### config.mk
export PLATFORM = sky130hd
export DESIGN_NAME = audio_play_engine
export DESIGN_NICKNAME = d
export VERILOG_FILES = /design/src/rtl/audio_play_pkg.sv /design/src/rtl/play_interp.sv /design/src/rtl/audio_play_engine.sv
export SDC_FILE = /design/constraint.sdc
export NUM_CORES = 1
export LEC_CHECK = 0
export CORE_AREA = 3 3 102 104
export DETAILED_ROUTE_END_ITERATION = 10
export DIE_AREA = 0 0 105 107
export GPL_ROUTABILITY_DRIVEN = 0
export PLACE_DENSITY = 0.75
export SLEW_MARGIN = 20
export SYNTH_ARGS = -nofsm -noshare
export SYNTH_HDL_FRONTEND = slang
export SYNTH_SLANG_ARGS = --single-unit
### constraint.sdc
create_clock -name clk -period 11.95 [get_ports clk]
set_input_delay 3.585 -clock clk [delete_from_list [all_inputs] [get_ports clk]]
set_output_delay 3.585 -clock clk [all_outputs]
set_load 0.01 [all_outputs]
### src/rtl/audio_play_pkg.sv
// Shared types, reciprocal table and saturation helper for the playback engine.
package audio_play_pkg;

  typedef enum logic [1:0] {
    IDLE,
    FETCH,
    READY,
    PAUSED
  } play_state_t;

  localparam int RECIP_FRAC = 12;

  // round(4096/N) for N = 1..8; wider speed selects fall back to the same rounding rule.
  localparam int RECIP_LUT [1:8] = '{4096, 2048, 1365, 1024, 819, 683, 585, 512};

  function automatic int recip_of(input int n);
    if (n >= 1 && n <= 8) return RECIP_LUT[n];
    return (4096 + n / 2) / n;
  endfunction

  function automatic logic signed [63:0] sat_signed(input logic signed [63:0] v, input int w);
    logic signed [63:0] hi;
    logic signed [63:0] lo;
    hi = (64'sd1 <<< (w - 1)) - 64'sd1;
    lo = -(64'sd1 <<< (w - 1));
    if (v > hi) return hi;
    if (v < lo) return lo;
    return v;
  endfunction

endpackage

### src/rtl/play_interp.sv
// Combinational linear interpolator between two adjacent samples (built only with LINEAR_INTERP_EN).
`ifdef LINEAR_INTERP_EN
module play_interp
  import audio_play_pkg::*;
#(
  parameter int SAMPLE_W = 16,
  parameter int SPEED_W  = 3
) (
  input  logic [SAMPLE_W-1:0] s0,
  input  logic [SAMPLE_W-1:0] s1,
  input  logic [SPEED_W-1:0]  k,
  input  logic [SPEED_W-1:0]  spd,
  output logic [SAMPLE_W-1:0] sample
);

  localparam int W  = SAMPLE_W + SPEED_W + 14;
  localparam int NS = 2 ** SPEED_W;

  logic [13:0] recip_tab [NS];

  for (genvar g = 0; g < NS; g++) begin : g_recip
    assign recip_tab[g] = 14'(recip_of(g + 1));
  end

  logic signed [W-1:0] diff_w;
  logic signed [W-1:0] kr_w;
  logic signed [W-1:0] prod_w;
  logic signed [W-1:0] sum_w;

  // k * recip never reaches 4096, so the product fits and the result stays between s0 and s1.
  assign diff_w = W'($signed(s1)) - W'($signed(s0));
  assign kr_w   = $signed(W'(k)) * $signed(W'(recip_tab[spd]));
  assign prod_w = diff_w * kr_w;
  assign sum_w  = W'($signed(s0)) + (prod_w >>> RECIP_FRAC);
  assign sample = SAMPLE_W'(sat_signed(64'(sum_w), SAMPLE_W));

endmodule
`endif

### src/rtl/audio_play_engine.sv
// SRAM-to-DAC playback engine with fast (skip) and slow (repeat) modes.
// Define LINEAR_INTERP_EN to interpolate between samples in slow mode.
module audio_play_engine
  import audio_play_pkg::*;
#(
  parameter int SAMPLE_W = 16,
  parameter int ADDR_W   = 20,
  parameter int SPEED_W  = 3
) (
  input  logic                clk,
  input  logic                reset,
  input  logic                start,
  input  logic                pause,
  input  logic                stop,
  input  logic                slow_mode,
  input  logic [SPEED_W-1:0]  speed,
  input  logic [ADDR_W-1:0]   end_addr,
  output logic                mem_req,
  output logic [ADDR_W-1:0]   mem_addr,
  input  logic                mem_ack,
  input  logic [SAMPLE_W-1:0] mem_rdata,
  input  logic                sample_req,
  output logic [SAMPLE_W-1:0] dac_data,
  output logic                playing,
  output logic                done
);

  play_state_t         state;
  logic [ADDR_W-1:0]   addr;
  logic [SPEED_W-1:0]  spd;
  logic [SPEED_W-1:0]  k;
  logic                slow_lat;
  logic [SAMPLE_W-1:0] s0_p0;
  logic [SAMPLE_W-1:0] cur_sample;
  logic [ADDR_W:0]     next_addr;
  logic                past_end;
  logic                advance;
  logic                ack_ok;

  assign ack_ok    = (state == FETCH) && mem_req && mem_ack && !stop && !pause;
  assign next_addr = {1'b0, addr} + (slow_lat ? (ADDR_W+1)'(1)
                                              : (ADDR_W+1)'(spd) + (ADDR_W+1)'(1));
  // The extra bit makes a carry out compare as "beyond the recording".
  assign past_end  = next_addr > {1'b0, end_addr};
  assign advance   = slow_lat ? (k == spd) : 1'b1;

`ifdef LINEAR_INTERP_EN
  logic                fetch_hi;
  logic                at_last;
  logic [SAMPLE_W-1:0] s1_p0;
  logic [SAMPLE_W-1:0] interp_out;

  assign at_last = (addr == end_addr);

  play_interp #(
    .SAMPLE_W (SAMPLE_W),
    .SPEED_W  (SPEED_W)
  ) u_interp (
    .s0     (s0_p0),
    .s1     (s1_p0),
    .k      (k),
    .spd    (spd),
    .sample (interp_out)
  );

  assign cur_sample = slow_lat ? interp_out : s0_p0;

  // Sample capture: the last address has no successor, so s1 mirrors s0 there.
  always_ff @(posedge clk) begin
    if (ack_ok) begin
      if (!fetch_hi) begin
        s0_p0 <= mem_rdata;
        if (at_last) s1_p0 <= mem_rdata;
      end else begin
        s1_p0 <= mem_rdata;
      end
    end
  end
`else
  assign cur_sample = s0_p0;

  // Sample capture
  always_ff @(posedge clk) begin
    if (ack_ok) s0_p0 <= mem_rdata;
  end
`endif

  always_ff @(posedge clk or posedge reset) begin
    if (reset) begin
      state    <= IDLE;
      addr     <= '0;
      mem_addr <= '0;
      mem_req  <= 1'b0;
      dac_data <= '0;
      playing  <= 1'b0;
      done     <= 1'b0;
      k        <= '0;
      spd      <= '0;
      slow_lat <= 1'b0;
`ifdef LINEAR_INTERP_EN
      fetch_hi <= 1'b0;
`endif
    end else begin
      done <= 1'b0;
      if (stop) begin
        state    <= IDLE;
        addr     <= '0;
        mem_addr <= '0;
        mem_req  <= 1'b0;
        dac_data <= '0;
        playing  <= 1'b0;
        k        <= '0;
`ifdef LINEAR_INTERP_EN
        fetch_hi <= 1'b0;
`endif
      end else begin
        case (state)
          IDLE: begin
            dac_data <= '0;
            if (start && !pause) begin
              state    <= FETCH;
              addr     <= '0;
              mem_addr <= '0;
              mem_req  <= 1'b1;
              playing  <= 1'b1;
            end
          end

          FETCH: begin
            if (pause) begin
              state    <= PAUSED;
              mem_req  <= 1'b0;
              playing  <= 1'b0;
`ifdef LINEAR_INTERP_EN
              fetch_hi <= 1'b0;
`endif
            end else if (mem_req && mem_ack) begin
              mem_req <= 1'b0;
`ifdef LINEAR_INTERP_EN
              if (!fetch_hi) begin
                spd      <= speed;
                slow_lat <= slow_mode;
                k        <= '0;
              end
              if (!fetch_hi && slow_mode && !at_last) begin
                fetch_hi <= 1'b1;
              end else begin
                fetch_hi <= 1'b0;
                state    <= READY;
              end
`else
              spd      <= speed;
              slow_lat <= slow_mode;
              k        <= '0;
              state    <= READY;
`endif
            end
`ifdef LINEAR_INTERP_EN
            else if (fetch_hi && !mem_req) begin
              // One idle cycle between the two reads keeps mem_addr stable under each request.
              mem_req  <= 1'b1;
              mem_addr <= addr + ADDR_W'(1);
            end
`endif
          end

          READY: begin
            if (pause) begin
              state   <= PAUSED;
              playing <= 1'b0;
              k       <= '0;
            end else if (sample_req) begin
              dac_data <= cur_sample;
              if (advance) begin
                k <= '0;
                if (past_end) begin
                  done     <= 1'b1;
                  addr     <= '0;
                  mem_addr <= '0;
                  playing  <= 1'b0;
                  state    <= IDLE;
                end else begin
                  addr     <= next_addr[ADDR_W-1:0];
                  mem_addr <= next_addr[ADDR_W-1:0];
                  mem_req  <= 1'b1;
                  state    <= FETCH;
                end
              end else begin
                k <= k + SPEED_W'(1);
              end
            end
          end

          PAUSED: begin
            if (start) begin
              state    <= FETCH;
              mem_addr <= addr;
              mem_req  <= 1'b1;
              playing  <= 1'b1;
            end
          end

          default: state <= IDLE;
        endcase
      end
    end
  end

endmodule
## Word-level counts from Yosys, hierarchy flattened

Index checks and enable logic that the tools add are counted.

- Register bits after elaboration: 84
- Bits of input ports: 47
- Output and inout bits: 39
- Logic and storage cells: 110

- $add $sub $neg: 3
- $lt $le $gt $ge: 1
- Equality and inequality tests: 17
- Mux-type cells: 56
- Bitwise gates (word level): 2
- Reduce and logical (&&, ||, !) cells: 20

Operator list:

| operator | count |
|---|---|
| two-way mux 20 bit | 8 |
| one-hot mux 20 bit (3 select lines) | 1 |
| two-way mux 16 bit | 3 |
| one-hot mux 20 bit (2 select lines) | 1 |
| one-hot mux 16 bit (2 select lines) | 1 |
| inequality test 3 bit, second input constant | 8 |
| two-way mux 1 bit | 23 |
| adder 20 x 4 -> 21 bit | 1 |
| > comparator 21 x 20 -> 1 bit | 1 |
| two-way mux 3 bit | 6 |
| two-way mux 2 bit | 8 |
| inequality test 4 bit, second input constant | 3 |
| AND reduction 6 bit | 2 |
| AND reduction 5 bit | 2 |
| one-hot mux 1 bit (4 select lines) | 2 |
| one-hot mux 2 bit (4 select lines) | 1 |
| AND reduction 4 bit | 2 |
| AND reduction 7 bit | 1 |
| logical AND 1 bit | 6 |
| one-hot mux 3 bit (2 select lines) | 1 |
| nonzero test 3 bit | 2 |
| adder 3 x 1 -> 4 bit, second input constant | 1 |
| == test 2 bit, second input constant | 2 |
| two-way mux 4 bit | 1 |
| other kinds (10) | 12 |

## Logic depth before layout (Yosys ltp)

- Depth in word-level cells: 10
- Gate-level depth with buffers: 19
- Mapped depth without buffers: 17

## Worst setup path after synthesis

Ideal clock, no wire load.

- Path kind: input to register
- From: in end_addr[14]
- To: reg addr[15]
- Setup time: 0.076 ns
- Arrival time: 5.497 ns
- Data required time: 11.874 ns
- Slack: 6.376 ns
- Stages: 8
- Path buffers: 0
- Cell sequence: inv_1 ha_1 and4_4 a22oi_1 o211ai_1 o31ai_2 or4b_1 o21ai_1

- Word-level cells in the longest chain between the ends: 7

RTL lines:

| item | line | RTL |
|---|---|---|
| start: declaration | audio_play_engine.sv:17 | `input logic [ADDR_W-1:0] end_addr,` |
| > comparator 21 x 20 -> 1 bit | audio_play_engine.sv:44 | `assign past_end = next_addr > {1'b0, end_addr};` |
| two-way mux 20 bit | audio_play_engine.sv:176 | `if (past_end) begin` |
| two-way mux 20 bit | audio_play_engine.sv:174 | `if (advance) begin` |
| two-way mux 20 bit | audio_play_engine.sv:172 | `end else if (sample_req) begin` |
| two-way mux 20 bit | audio_play_engine.sv:168 | `if (pause) begin` |
| one-hot mux 20 bit (2 select lines) | audio_play_engine.sv:117 | `case (state)` |
| two-way mux 20 bit | audio_play_engine.sv:105 | `if (stop) begin` |
| end signal: assignment | audio_play_engine.sv:183 | `addr <= next_addr[ADDR_W-1:0];` |
| end: declaration | audio_play_engine.sv:29 | `logic [ADDR_W-1:0] addr;` |

No other way between the ends. The select of a mux whose other input is x is not followed.
A chain may end at the register's enable or synchronous reset.

## Worst setup path after layout

- From: in pause
- To: reg addr[15]

- Word-level cells in the longest chain between the ends: 4
- Elaborated cells between the ends (all ways): 5
- Those cells by class: 2 x eq/ne; 3 x reduce/logical

RTL lines:

| item | line | RTL |
|---|---|---|
| start: declaration | audio_play_engine.sv:13 | `input logic pause,` |
| logical NOT 1 bit | audio_play_engine.sv:120 | `if (start && !pause) begin` |
| logical AND 1 bit | audio_play_engine.sv:120 |  |
| inequality test 3 bit (no source line) | - |  |
| AND reduction 5 bit (no source line) (*) | - |  |

Mark *: on every way between the ends. The rest lies on a longest branch, timed or not.

==> results.md <==
- Commonest non-fill, non-tap cell in the layout: sky130_fd_sc_hd__clkdlybuf4s50_1
- Post-synthesis mux area share: ~1.4%
- Clock H-tree levels: 3
- Adder-cell area share of the yosys netlist: under 10%
- Post-synthesis cell count: between 400 and 500
- Met3 layer wire length in the routed design: around 530 µm
- Number of detailed-route iterations in the first pass: 4
- Period Utilization, post-route: roughly half
- Clk Tree Root Cell: sky130_fd_sc_hd__clkbuf_8
- DRT met1 WL: 4830 µm
- Sum of routed wire length over all layers: about 11000 µm
- Run status: completed
- Post-route clock skew: 0.00666 ns
- Highest metal layer with signal wires: met4
- Cell variety after synth: 59
- Largest fanout on the critical path: 37
- Initial antenna violation count: 0
- Most used flip-flop cell after synthesis: sky130_fd_sc_hd__dfrtp_1
- Register clock-pin slew on the reported worst setup and hold paths: 0.08 ns
- Total congestion overflow after global routing: 0
- Total clock sinks: 84
- Post-cts repair resize count: 0
- Comb power frac: between 20 and 30%
- Power Internal: 470 µW
- Main combinational cell family by area after synthesis: compound AO/OA/AOI/OAI gates
- Type of the worst setup path: in -> reg
- Summed instance area of the synthesized netlist: 4720 µm²
- Routed length on met2: a little under 6000 µm
- Die span in x: about 110 µm
- Cell type contributing the most total cell area after synthesis: sky130_fd_sc_hd__dfrtp_1
- Async set-reset flop share out of synthesis: about four fifths
- Power density over the cells: between 100 and 150 nW/µm²
- Max-cap violation count: 0
- Required arrival time at the worst endpoint: roughly 12 ns
- Fin. Hold Viols: 0
- Final setup violation count: 0
- Max incr delay on CP: between 0.6 and 0.7 ns
- Setup repair after global routing missed its margin: false
- Synthesized Nets: 551
- Share of the synthesized netlist area taken by xor and xnor gates: 3.71%
- Die height: approximately 110 µm
- Leading post-synthesis cells by cell area: sky130_fd_sc_hd__dfrtp_1 (36%), sky130_fd_sc_hd__edfxtp_1 (10%), sky130_fd_sc_hd__ha_1 (7.9%)
- Maximum clock rate: 164 MHz
- Slew Viols, Final: 0
- Fraction of synthesized cell area taken by the top area cell type: between 30% and 40%
- Number of vias per cell: about 5.7
- Post-DRT Antenna Nets: 0
- Worst vdd rail ir drop: about 100 µV
- Transition time at the pin with the least slew margin: slightly above 1 ns
- Routed length per placed instance: between 15 and 20 µm
- Combined global-route utilization of all metal layers: a little over a fifth
- NetSw: approximately 240 µW
- Effective utilization at floorplan: between 40 and 50%
- DRC violation count after routing: 0
- Placement row count: 36
- Simple-gate share of the synthesized area: between 15 and 20%
- Clock tree from TritonCTS: yes
- Buffers on Ports: 85
- Worst endpoint data arrival time: 6.39 ns
- Number of nets in the finished design: 628
- Area of the die: 11200 µm²
- Post-CTS Setup Inserts: 0
- Path category of the worst min-delay check: reg -> reg
- Wire length of the first global-routing pass: ~20000 µm
- Sequential Power Share: 45.5%
- Flop and latch count out of synthesis: 84
- Area of the core: between 9000 and 10000 µm²
- Num CTS Buffers: 9
- Cts hold-fix bufs: 0
- Post-synthesis sequential area ratio: 46.2%
- Overall via count from detail_route: 3928
- Leakage power figure: approximately 0.0026 µW
- YS warnings: 0
- Endpoint type of the worst setup path: flop
- Switching portion of total power: between 30 and 40%
- Slowest cell on the critical path: sky130_fd_sc_hd__or4b_1
- Clock buffer depth: 2
- Cell-by-cell trace of the critical path: clkdlybuf4s50_1, nand2b_4, or4_1, o211ai_2, a31oi_4, or4b_1, o21ai_1
- Share of the synthesized area in compound gates (AO/OA/AOI/OAI): about a fifth
- Maximum number of pins on one net before global-route repair: 69
- Startpoint type of the worst setup path: input pin
- Detailed Place HPWL: 8330 µm
- Fraction of power consumed by the clock network: 25.2%
- Number of global-route vias before repair: just under 4000
- Layout-stage area growth over the synthesis result: 24.3%
- Top-level I/O count: 86
- Filler cells: between 800 and 900
- Antenna Diode Count: 0
- Number of enable-type register cells in the synthesized netlist: 16
- Commonest non-fill, non-tap cells in the layout: sky130_fd_sc_hd__clkdlybuf4s50_1 (85), sky130_fd_sc_hd__dfrtp_1 (68), sky130_fd_sc_hd__nand2_1 (44)
- Overall power after layout: 714 µW
- TNS Setup: 0 ns
- Final critical-path required period: 6.10 ns
- Share of post-route cells with drive strength above 1: under 10%
- Worst slew margin relative to its limit: roughly 31%
- DRC violation total after the first TritonRoute iteration: between 300 and 400
- Synth Area per Inst: approximately 10 µm²
- Clock Latency Late Sink: between 0.3 and 0.4 ns
[synthesized netlist by cell type, drive strengths merged, types with 14 or more instances]
cell	number
a21oi	14
a22o	16
a22oi	21
clkbuf	17
dfrtp	68
edfxtp	16
ha	30
inv	44
nand2	45
nor2	17
o21ai	31
o31ai	18
[kinds of logic after synthesis]
logic type,Yosys count
buffers and inverters,68
AND/OR/NAND/NOR,132
AO/OA/AOI/OAI,132
flip-flops,84
adder cells (fa/ha/maj),31
XOR/XNOR,20
multiplexers,6
[registers in the layout, summed over array words and instances (netlist names)]
register and cells:
addr 20, cur_sample 16, dac_data 16, done 1, k 3, mem_addr 20
mem_req 1, playing 1, slow_lat 1, spd 3, state 2
[through the flow]
stage                     utilization (%)  cell area (µm²)  hold slack [ns]  std cells  setup slack (ns)
after floorplan                         -             4720            0.449        473              6.38
after global placement               59.0             5690            0.452        671              5.36
after detailed placement             59.2             5700            0.465        672              5.51
after CTS                            60.9             5870            0.485        687              5.88
after global routing                 60.9             5870            0.495        687              5.65
final                                60.9             5870            0.484        687              5.85
[metal layers]
metal	vias up	track usage, %
met5	-	0
met4	0	6.47
met2	90	35.3
li1	1879	-
met1	1945	28.3
met3	14	4.52
[power groups by stage]
stage / registers, µW / clock network (µW) / logic, µW
2_1_floorplan: 327 / 0 / 138
3_3_place_gp: 330 / 0 / 201
3_5_place_dp: 330 / 0 / 207
4_1_cts: 325 / 184 / 209
5_1_grt: 328 / 196 / 233
6_report: 325 / 180 / 209
[worst paths after layout]
kind	slack, ns	endpoint	from	cells after the start
min in group asynchronous	3.78	done$_DFF_PP0_	reset	3
min reg2reg	0.48	dac_data[1]$_DFFE_PP0P_	cur_sample[1]$_DFFE_PP_	1
max	5.85	addr[15]$_DFFE_PP0P_	pause	7
max in group asynchronous	7.59	slow_lat$_DFFE_PP0P_	reset	3
min	0.48	dac_data[1]$_DFFE_PP0P_	cur_sample[1]$_DFFE_PP_	1
max reg2reg	7.18	mem_addr[18]$_DFFE_PP0P_	spd[0]$_DFFE_PP0P_	18
[area by class of cell]
class / instances / area (µm²) / area share (%)
well taps: 133 / 166 / 2.83
flip-flops and latches: 84 / 2180 / 37.2
clock inverters: 5 / 28.8 / 0.490
multi-input cells: 321 / 2300 / 39.2
inverters: 44 / 165 / 2.81
repair buffers: 90 / 892 / 15.2
clock buffers: 10 / 138 / 2.34
[worst max-delay path: cells and delay by family]
kind                   cells  cell delay, ns
AOI/OAI and AO/OA          3            0.73
buffers and inverters      1            0.62
and+or+nand+nor            3            1.44
No activity file was read; power rests on OpenSTA's default activity.
